[src/rtl/knap_search_if.sv]
// Loader / readout bundle for knap_search: item-table writes, sweep limits,
// start handshake and the reported best-subset result.
interface knap_search_if #(
  parameter int N_ITEMS = 5,
  parameter int W       = 16,
  parameter int ACC_W   = 32
);
  localparam int IDX_W = (N_ITEMS > 1) ? $clog2(N_ITEMS) : 1;

  logic               load_en;
  logic [IDX_W-1:0]   load_idx;
  logic [W-1:0]       load_weight;
  logic [W-1:0]       load_value;
  logic [ACC_W-1:0]   max_weight;
  logic [ACC_W-1:0]   min_value;
  logic               start;
  logic               busy;
  logic               done;
  logic               best_valid;
  logic [N_ITEMS-1:0] best_mask;
  logic [ACC_W-1:0]   best_value;
  logic [ACC_W-1:0]   best_weight;
  logic [N_ITEMS:0]   feasible_count;

  modport master (
    output load_en, load_idx, load_weight, load_value, max_weight, min_value, start,
    input  busy, done, best_valid, best_mask, best_value, best_weight, feasible_count
  );

  modport slave (
    input  load_en, load_idx, load_weight, load_value, max_weight, min_value, start,
    output busy, done, best_valid, best_mask, best_value, best_weight, feasible_count
  );
endinterface

[src/rtl/knap_search.sv]
// Brute-force 0/1 knapsack: sweeps every selection mask at one per clock and
// keeps the highest-value feasible subset plus a count of feasible subsets.
module knap_search #(
  parameter int N_ITEMS = 5,
  parameter int W       = 16,
  parameter int ACC_W   = 32
) (
  input logic clk,
  input logic rst,
  knap_search_if.slave bus
);
  localparam int IDX_W = (N_ITEMS > 1) ? $clog2(N_ITEMS) : 1;
  localparam logic [N_ITEMS-1:0] CNT_LAST = '1;
  localparam logic [N_ITEMS-1:0] CNT_ONE  = N_ITEMS'(1);
  localparam logic [N_ITEMS:0]   FCNT_ONE = (N_ITEMS+1)'(1);

  typedef enum logic [1:0] {IDLE, SCAN, DRAIN, DONE} state_t;
  typedef logic [N_ITEMS-1:0][W-1:0] table_t;

  function automatic logic [ACC_W-1:0] sum_selected(input logic [N_ITEMS-1:0] mask,
                                                    input table_t tab);
    logic [ACC_W-1:0] acc;
    acc = '0;
    for (int i = 0; i < N_ITEMS; i++)
      if (mask[i]) acc = acc + ACC_W'(tab[i]);
    return acc;
  endfunction

  function automatic logic is_feasible(input logic [ACC_W-1:0] wsum, input logic [ACC_W-1:0] vsum,
                                       input logic [ACC_W-1:0] wlim, input logic [ACC_W-1:0] vmin);
    return (vsum >= vmin) && (wsum <= wlim);
  endfunction

  state_t             state_q, state_d;
  table_t             wt_tab_q, wt_tab_d, val_tab_q, val_tab_d;
  table_t             wt_run_q, wt_run_d, val_run_q, val_run_d;
  logic [ACC_W-1:0]   max_w_q, max_w_d, min_v_q, min_v_d;
  logic [N_ITEMS-1:0] cnt_q, cnt_d;
  logic [ACC_W-1:0]   wsum_p1_q, wsum_p1_d, vsum_p1_q, vsum_p1_d;
  logic [N_ITEMS-1:0] mask_p1_q, mask_p1_d;
  logic               vld_p1_q, vld_p1_d;
  logic               best_valid_q, best_valid_d;
  logic [N_ITEMS-1:0] best_mask_q, best_mask_d;
  logic [ACC_W-1:0]   best_value_q, best_value_d, best_weight_q, best_weight_d;
  logic [N_ITEMS:0]   fcnt_q, fcnt_d;

  always_comb begin
    state_d       = state_q;
    wt_tab_d      = wt_tab_q;
    val_tab_d     = val_tab_q;
    wt_run_d      = wt_run_q;
    val_run_d     = val_run_q;
    max_w_d       = max_w_q;
    min_v_d       = min_v_q;
    cnt_d         = cnt_q;
    best_valid_d  = best_valid_q;
    best_mask_d   = best_mask_q;
    best_value_d  = best_value_q;
    best_weight_d = best_weight_q;
    fcnt_d        = fcnt_q;

    // Stage A: sums of the items selected by the current counter value
    wsum_p1_d = sum_selected(cnt_q, wt_run_q);
    vsum_p1_d = sum_selected(cnt_q, val_run_q);
    mask_p1_d = cnt_q;
    vld_p1_d  = (state_q == SCAN);

    // Stage B: feasibility and best-so-far; strict > keeps the lower mask on ties
    if (vld_p1_q && is_feasible(wsum_p1_q, vsum_p1_q, max_w_q, min_v_q)) begin
      fcnt_d = fcnt_q + FCNT_ONE;
      if (!best_valid_q || (vsum_p1_q > best_value_q)) begin
        best_valid_d  = 1'b1;
        best_mask_d   = mask_p1_q;
        best_value_d  = vsum_p1_q;
        best_weight_d = wsum_p1_q;
      end
    end

    unique case (state_q)
      IDLE, DONE: begin
        for (int i = 0; i < N_ITEMS; i++) begin
          if (bus.load_en && (bus.load_idx == IDX_W'(i))) begin
            wt_tab_d[i]  = bus.load_weight;
            val_tab_d[i] = bus.load_value;
          end
        end
        if (bus.start) begin
          // Snapshot the pre-edge table so a same-cycle write misses this sweep
          wt_run_d      = wt_tab_q;
          val_run_d     = val_tab_q;
          max_w_d       = bus.max_weight;
          min_v_d       = bus.min_value;
          cnt_d         = '0;
          best_valid_d  = 1'b0;
          best_mask_d   = '0;
          best_value_d  = '0;
          best_weight_d = '0;
          fcnt_d        = '0;
          state_d       = SCAN;
        end
      end
      SCAN: begin
        cnt_d = cnt_q + CNT_ONE;
        if (cnt_q == CNT_LAST) state_d = DRAIN;
      end
      DRAIN:   state_d = DONE;
      default: state_d = IDLE;
    endcase
  end

  always_ff @(posedge clk) begin
    if (rst) begin
      state_q       <= IDLE;
      wt_tab_q      <= '0;
      val_tab_q     <= '0;
      wt_run_q      <= '0;
      val_run_q     <= '0;
      max_w_q       <= '0;
      min_v_q       <= '0;
      cnt_q         <= '0;
      wsum_p1_q     <= '0;
      vsum_p1_q     <= '0;
      mask_p1_q     <= '0;
      vld_p1_q      <= 1'b0;
      best_valid_q  <= 1'b0;
      best_mask_q   <= '0;
      best_value_q  <= '0;
      best_weight_q <= '0;
      fcnt_q        <= '0;
    end else begin
      state_q       <= state_d;
      wt_tab_q      <= wt_tab_d;
      val_tab_q     <= val_tab_d;
      wt_run_q      <= wt_run_d;
      val_run_q     <= val_run_d;
      max_w_q       <= max_w_d;
      min_v_q       <= min_v_d;
      cnt_q         <= cnt_d;
      wsum_p1_q     <= wsum_p1_d;
      vsum_p1_q     <= vsum_p1_d;
      mask_p1_q     <= mask_p1_d;
      vld_p1_q      <= vld_p1_d;
      best_valid_q  <= best_valid_d;
      best_mask_q   <= best_mask_d;
      best_value_q  <= best_value_d;
      best_weight_q <= best_weight_d;
      fcnt_q        <= fcnt_d;
    end
  end

  assign bus.busy           = (state_q == SCAN) || (state_q == DRAIN);
  assign bus.done           = (state_q == DONE);
  assign bus.best_valid     = best_valid_q;
  assign bus.best_mask      = best_mask_q;
  assign bus.best_value     = best_value_q;
  assign bus.best_weight    = best_weight_q;
  assign bus.feasible_count = fcnt_q;
endmodule

[src/flat_wrapper.sv]
// flat-port wrapper written by rule: the top's interface ports become plain ports
module knap_search_flat 
#(
  parameter int N_ITEMS = 5,
  parameter int W       = 16,
  parameter int ACC_W   = 32
)
  (clk, rst, bus_load_en, bus_load_idx, bus_load_weight, bus_load_value, bus_max_weight, bus_min_value, bus_start, bus_busy, bus_done, bus_best_valid, bus_best_mask, bus_best_value, bus_best_weight, bus_feasible_count);
  knap_search_if #(.N_ITEMS(N_ITEMS), .W(W), .ACC_W(ACC_W)) bus_i ();
  input logic clk;
  input logic rst;
  input wire logic [$bits(bus_i.load_en)-1:0] bus_load_en;
  input wire logic [$bits(bus_i.load_idx)-1:0] bus_load_idx;
  input wire logic [$bits(bus_i.load_weight)-1:0] bus_load_weight;
  input wire logic [$bits(bus_i.load_value)-1:0] bus_load_value;
  input wire logic [$bits(bus_i.max_weight)-1:0] bus_max_weight;
  input wire logic [$bits(bus_i.min_value)-1:0] bus_min_value;
  input wire logic [$bits(bus_i.start)-1:0] bus_start;
  output wire logic [$bits(bus_i.busy)-1:0] bus_busy;
  output wire logic [$bits(bus_i.done)-1:0] bus_done;
  output wire logic [$bits(bus_i.best_valid)-1:0] bus_best_valid;
  output wire logic [$bits(bus_i.best_mask)-1:0] bus_best_mask;
  output wire logic [$bits(bus_i.best_value)-1:0] bus_best_value;
  output wire logic [$bits(bus_i.best_weight)-1:0] bus_best_weight;
  output wire logic [$bits(bus_i.feasible_count)-1:0] bus_feasible_count;
  assign bus_i.load_en = bus_load_en;
  assign bus_i.load_idx = bus_load_idx;
  assign bus_i.load_weight = bus_load_weight;
  assign bus_i.load_value = bus_load_value;
  assign bus_i.max_weight = bus_max_weight;
  assign bus_i.min_value = bus_min_value;
  assign bus_i.start = bus_start;
  assign bus_busy = bus_i.busy;
  assign bus_done = bus_i.done;
  assign bus_best_valid = bus_i.best_valid;
  assign bus_best_mask = bus_i.best_mask;
  assign bus_best_value = bus_i.best_value;
  assign bus_best_weight = bus_i.best_weight;
  assign bus_feasible_count = bus_i.feasible_count;
  knap_search #(.N_ITEMS(N_ITEMS), .W(W), .ACC_W(ACC_W)) u_core (.clk(clk), .rst(rst), .bus(bus_i));
endmodule
[config.mk]
export PLATFORM = sky130hd
export DESIGN_NAME = knap_search_flat
export DESIGN_NICKNAME = d
export VERILOG_FILES = /design/src/rtl/knap_search_if.sv /design/src/rtl/knap_search.sv /design/src/flat_wrapper.sv
export SDC_FILE = /design/constraint.sdc
export NUM_CORES = 1
export LEC_CHECK = 0
export BUFFER_PORTS_ARGS = -buffer_cell sky130_fd_sc_hd__buf_4
export CAP_MARGIN = 20
export CORE_MARGIN = 3
export CORE_UTILIZATION = 40
export DETAILED_ROUTE_END_ITERATION = 7
export PLACE_DENSITY = 0.59
export SLEW_MARGIN = 20
export SYNTH_ARGS = -nofsm -noshare
export SYNTH_HDL_FRONTEND = slang
export SYNTH_SLANG_ARGS = --single-unit
[constraint.sdc]
create_clock -name clk -period 21.4 [get_ports clk]
set_clock_uncertainty 0.2 [all_clocks]
set_input_delay 1.07 -clock clk [delete_from_list [all_inputs] [get_ports clk]]
set_output_delay 1.07 -clock clk [all_outputs]
set_load 0.01 [all_outputs]
==> results.cfg <==
[clock_tree]
cts_root_buf = sky130_fd_sc_hd__clkbuf_16
path_clk_slew_ns = 0.06
cts_tree = built
cts_max_path_buffers = 3
ctsHoldBuffers = 0
clock_insertion_delay_worst_skew_ns = 0.61
ctsHtreeMaxLevel = 2
clock_sink_count = 513
buffers_inserted_during_post_cts_setup_optimization = 0
cts_resized = 0
cts_made_buffers = 56

[place]
gpl.final_weighted_congestion = 0.881
post-place-cells = 4341
placed_cell_area_mm2 = 0.0288
port_buffers = 180
hpwlAfterDp_um = 52600

[grt]
first_global_vias = 21563
track_usage = 0.208
largest_net_degree_at_the_start_of_global_routing = 120
overflow = 0
antenna_found_initial = 0
grt_pass1_wl_um = 119000

[worst_hold_path]
hp-start = u_core.val_tab_q[14]
worstHoldPathType = flop to flop
min_delay_path_depth = 2
hold_end = u_core.val_run_q[14]

[worst_setup_path]
setup.worst_path.class = flop to flop
delay_of_the_slowest_critical_path_stage_ns = 0.45
most_used_cell_along_the_critical_path = sky130_fd_sc_hd__a21oi_1
r2r_cells = 36
worst-path-max-fanout = 7
critPathRequiredTime_ns = 21.68
crit_path_start_kind = flop
timing.reg2reg.setup_slack_ns = 13.58
critPathArrivalTime_ns = 8.11
worstReg2RegStart = u_core.cnt_q[0]
regToRegEndpoint = u_core.vsum_p1_q[17]
setup.worst_path.end_class = flop
critical-path-slowest-cell = sky130_fd_sc_hd__fa_1

[drt]
route.detailed.vias_per_inst = 5.25
detail-route-antenna-nets = 0
dr_total_vias = 23291
drtPass1Iterations = 5
routedWlPerCell_um = 16.9
detail_route.wirelength_um = 75000
route.detailed.drc = 0
drtIter0Drc = 1665

[cells_and_area]
stdcell_area_mm2 = 0.0307
post_route_non_filler_standard_cell_count = 4439
area_growth_pct = 14.1
drive_gt1_frac = 0.104
insertedDiodeCount = 0
total_number_of_nets_in_the_final_design = 3847
layout_commonest_cell = sky130_fd_sc_hd__nand2_1
layout.cells.most_common_list = 912 x sky130_fd_sc_hd__nand2_1, 539 x sky130_fd_sc_hd__a21oi_1, 510 x sky130_fd_sc_hd__dfxtp_1

[sta]
worst_slew_margin_rel = 0.299
totalNegativeSetupSlack_ns = 0
hold_viol = 0
finalCritPeriodShare = 0.366
timing.final.crit_period_ns = 7.82
max_slew.worst_pin.slew_ns = 1.05
drv_slew = 0
rsz_0062_raised_after_global_routing = no
max_freq_mhz = 128
final-setup-viol-count = 0

[yosys]
synthesis.area_per_instance_um2 = 7.76
async_reset_ff_frac = 0
ys_types = 95
postSynth.topFlopCell = sky130_fd_sc_hd__dfxtp_1
netlist.top_cell.by_area = sky130_fd_sc_hd__dfxtp_1
synth-seq-area-share = 0.382
yosys_warnings = 0
synth.ff_latch_count = 513
post_synth_inst_count = 3463
synth.top_cells.by_area = sky130_fd_sc_hd__dfxtp_1 38%, sky130_fd_sc_hd__nand2_1 13%, sky130_fd_sc_hd__a21oi_1 10%, sky130_fd_sc_hd__ha_1 9.3%, sky130_fd_sc_hd__clkbuf_1 2.4%
syn_area_mm2 = 0.0269
post_synth_edffs = 0
netlist.area_leader.share = 0.382

[floorplanning]
core_region_area_mm2 = 0.0661
dieArea_mm2 = 0.0703
floorplan.initialDensity = 0.406
die-width_um = 265
placementRows = 94
die-height_um = 265
top_level_ports = 181

[pwr]
ir_drop_mv = 0.0631
p_per_area_mw_per_mm2 = 78.4
power_leakage_nw = 12.4
report.power.total_mw = 2.40

[outcome]
result_of_the_run = complete, no violations

[flow_run]
max_cap_violations = 0
metrics by stage:
step           setup WS, ns  hold WS [ns]  utilization
3_3_place_gp          13.78         0.238        0.436
5_1_grt               12.82         0.259        0.464
6_report              13.58         0.247        0.464
4_1_cts               13.62         0.248        0.463
3_5_place_dp          13.67         0.242        0.436
2_1_floorplan         13.94         0.232            -
power breakdown:
part / switching (mW) / internal, mW
sequential: 0.0296 / 1.01
clock: 0.394 / 0.566
combinational: 0.300 / 0.108
metal layers:
layer / vias up / wire length, µm / share of wire / track usage
li1: 11995 / - / - / -
met1: 10691 / 38200 / 0.51 / 0.307
met2: 510 / 31300 / 0.42 / 0.317
met3: 95 / 3810 / 0.051 / 0.0316
met4: 0 / 1720 / 0.023 / 0.0507
met5: - / 0 / 0 / 0
critical path: cells and delay by family, from the launching register on:
| kind | cells | cell delay (ns) |
|---|---|---|
| AOI/OAI and AO/OA | 20 | 3.90 |
| adders and majority gates | 5 | 1.61 |
| and+or+nand+nor | 7 | 1.00 |
| DFF | 1 | 0.36 |
| muxes | 1 | 0.31 |
| xor gates and xnor gates | 2 | 0.21 |
| buffers and inverters | 1 | 0.11 |
synthesized netlist by cell type, types with 11 or more instances:
cell / count
sky130_fd_sc_hd__and2_1: 26
sky130_fd_sc_hd__nor4_1: 11
sky130_fd_sc_hd__ha_1: 200
sky130_fd_sc_hd__nand4_1: 23
sky130_fd_sc_hd__nand2b_1: 20
sky130_fd_sc_hd__clkbuf_1: 171
sky130_fd_sc_hd__mux2_2: 32
sky130_fd_sc_hd__nor2_1: 133
sky130_fd_sc_hd__o21a_1: 32
sky130_fd_sc_hd__dfxtp_1: 513
sky130_fd_sc_hd__nor3_1: 29
sky130_fd_sc_hd__nand3_1: 80
sky130_fd_sc_hd__xor2_1: 44
sky130_fd_sc_hd__o21ai_0: 121
sky130_fd_sc_hd__nand2_1: 914
sky130_fd_sc_hd__nor2b_1: 19
sky130_fd_sc_hd__o211ai_1: 15
sky130_fd_sc_hd__xnor2_1: 66
sky130_fd_sc_hd__inv_1: 133
sky130_fd_sc_hd__a211oi_1: 27
sky130_fd_sc_hd__a21oi_1: 539
sky130_fd_sc_hd__and3_1: 35
sky130_fd_sc_hd__a21o_1: 51
sky130_fd_sc_hd__mux2i_1: 13
sequential cells by signal, indices dropped and copies added, names as in the netlist, 6 cells and up:
name / flops
u_core.val_run_q: 80
u_core.bus.feasible_count: 6
u_core.vsum_p1_q: 20
u_core.bus.best_weight: 32
u_core.wt_tab_q: 80
u_core.val_tab_q: 80
u_core.wsum_p1_q: 20
u_core.min_v_q: 32
u_core.wt_run_q: 80
u_core.max_w_q: 32
u_core.bus.best_value: 32
kinds of logic after synthesis:
logic type                 after synthesis  synth area share
and+or+nand+nor                       1321             0.207
AOI/OAI and AO/OA                      932             0.208
DFF                                    513             0.382
buffers and inverters                  328            0.0470
adders and majority gates              210            0.0999
xor gates and xnor gates               112            0.0375
muxes                                   46            0.0187
other                                    1          0.000140
worst max path at each step:
stage	startpoint	end	slack (ns)	cells after the start
finish	u_core.cnt_q[0]	u_core.vsum_p1_q[17]	13.58	36
floorplan	u_core.cnt_q[0]	u_core.vsum_p1_q[17]	13.94	39
detailed placement	u_core.cnt_q[0]	u_core.vsum_p1_q[17]	13.67	32
global route	u_core.cnt_q[0]	u_core.wsum_p1_q[18]	12.82	33
global placement	u_core.cnt_q[0]	u_core.wsum_p1_q[18]	13.78	34
CTS	u_core.cnt_q[0]	u_core.vsum_p1_q[17]	13.62	36
cell type report:
| type | count | area [µm²] |
|---|---|---|
| inverters | 136 | 510 |
| well taps | 864 | 1080 |
| flip-flops and latches | 513 | 10300 |
| multi-input cells | 2623 | 15400 |
| clock inverters | 15 | 164 |
| repair buffers | 206 | 1580 |
| fillers | 6681 | 35400 |
| clock buffers | 82 | 1650 |
Power figures use the tool's default switching activity.
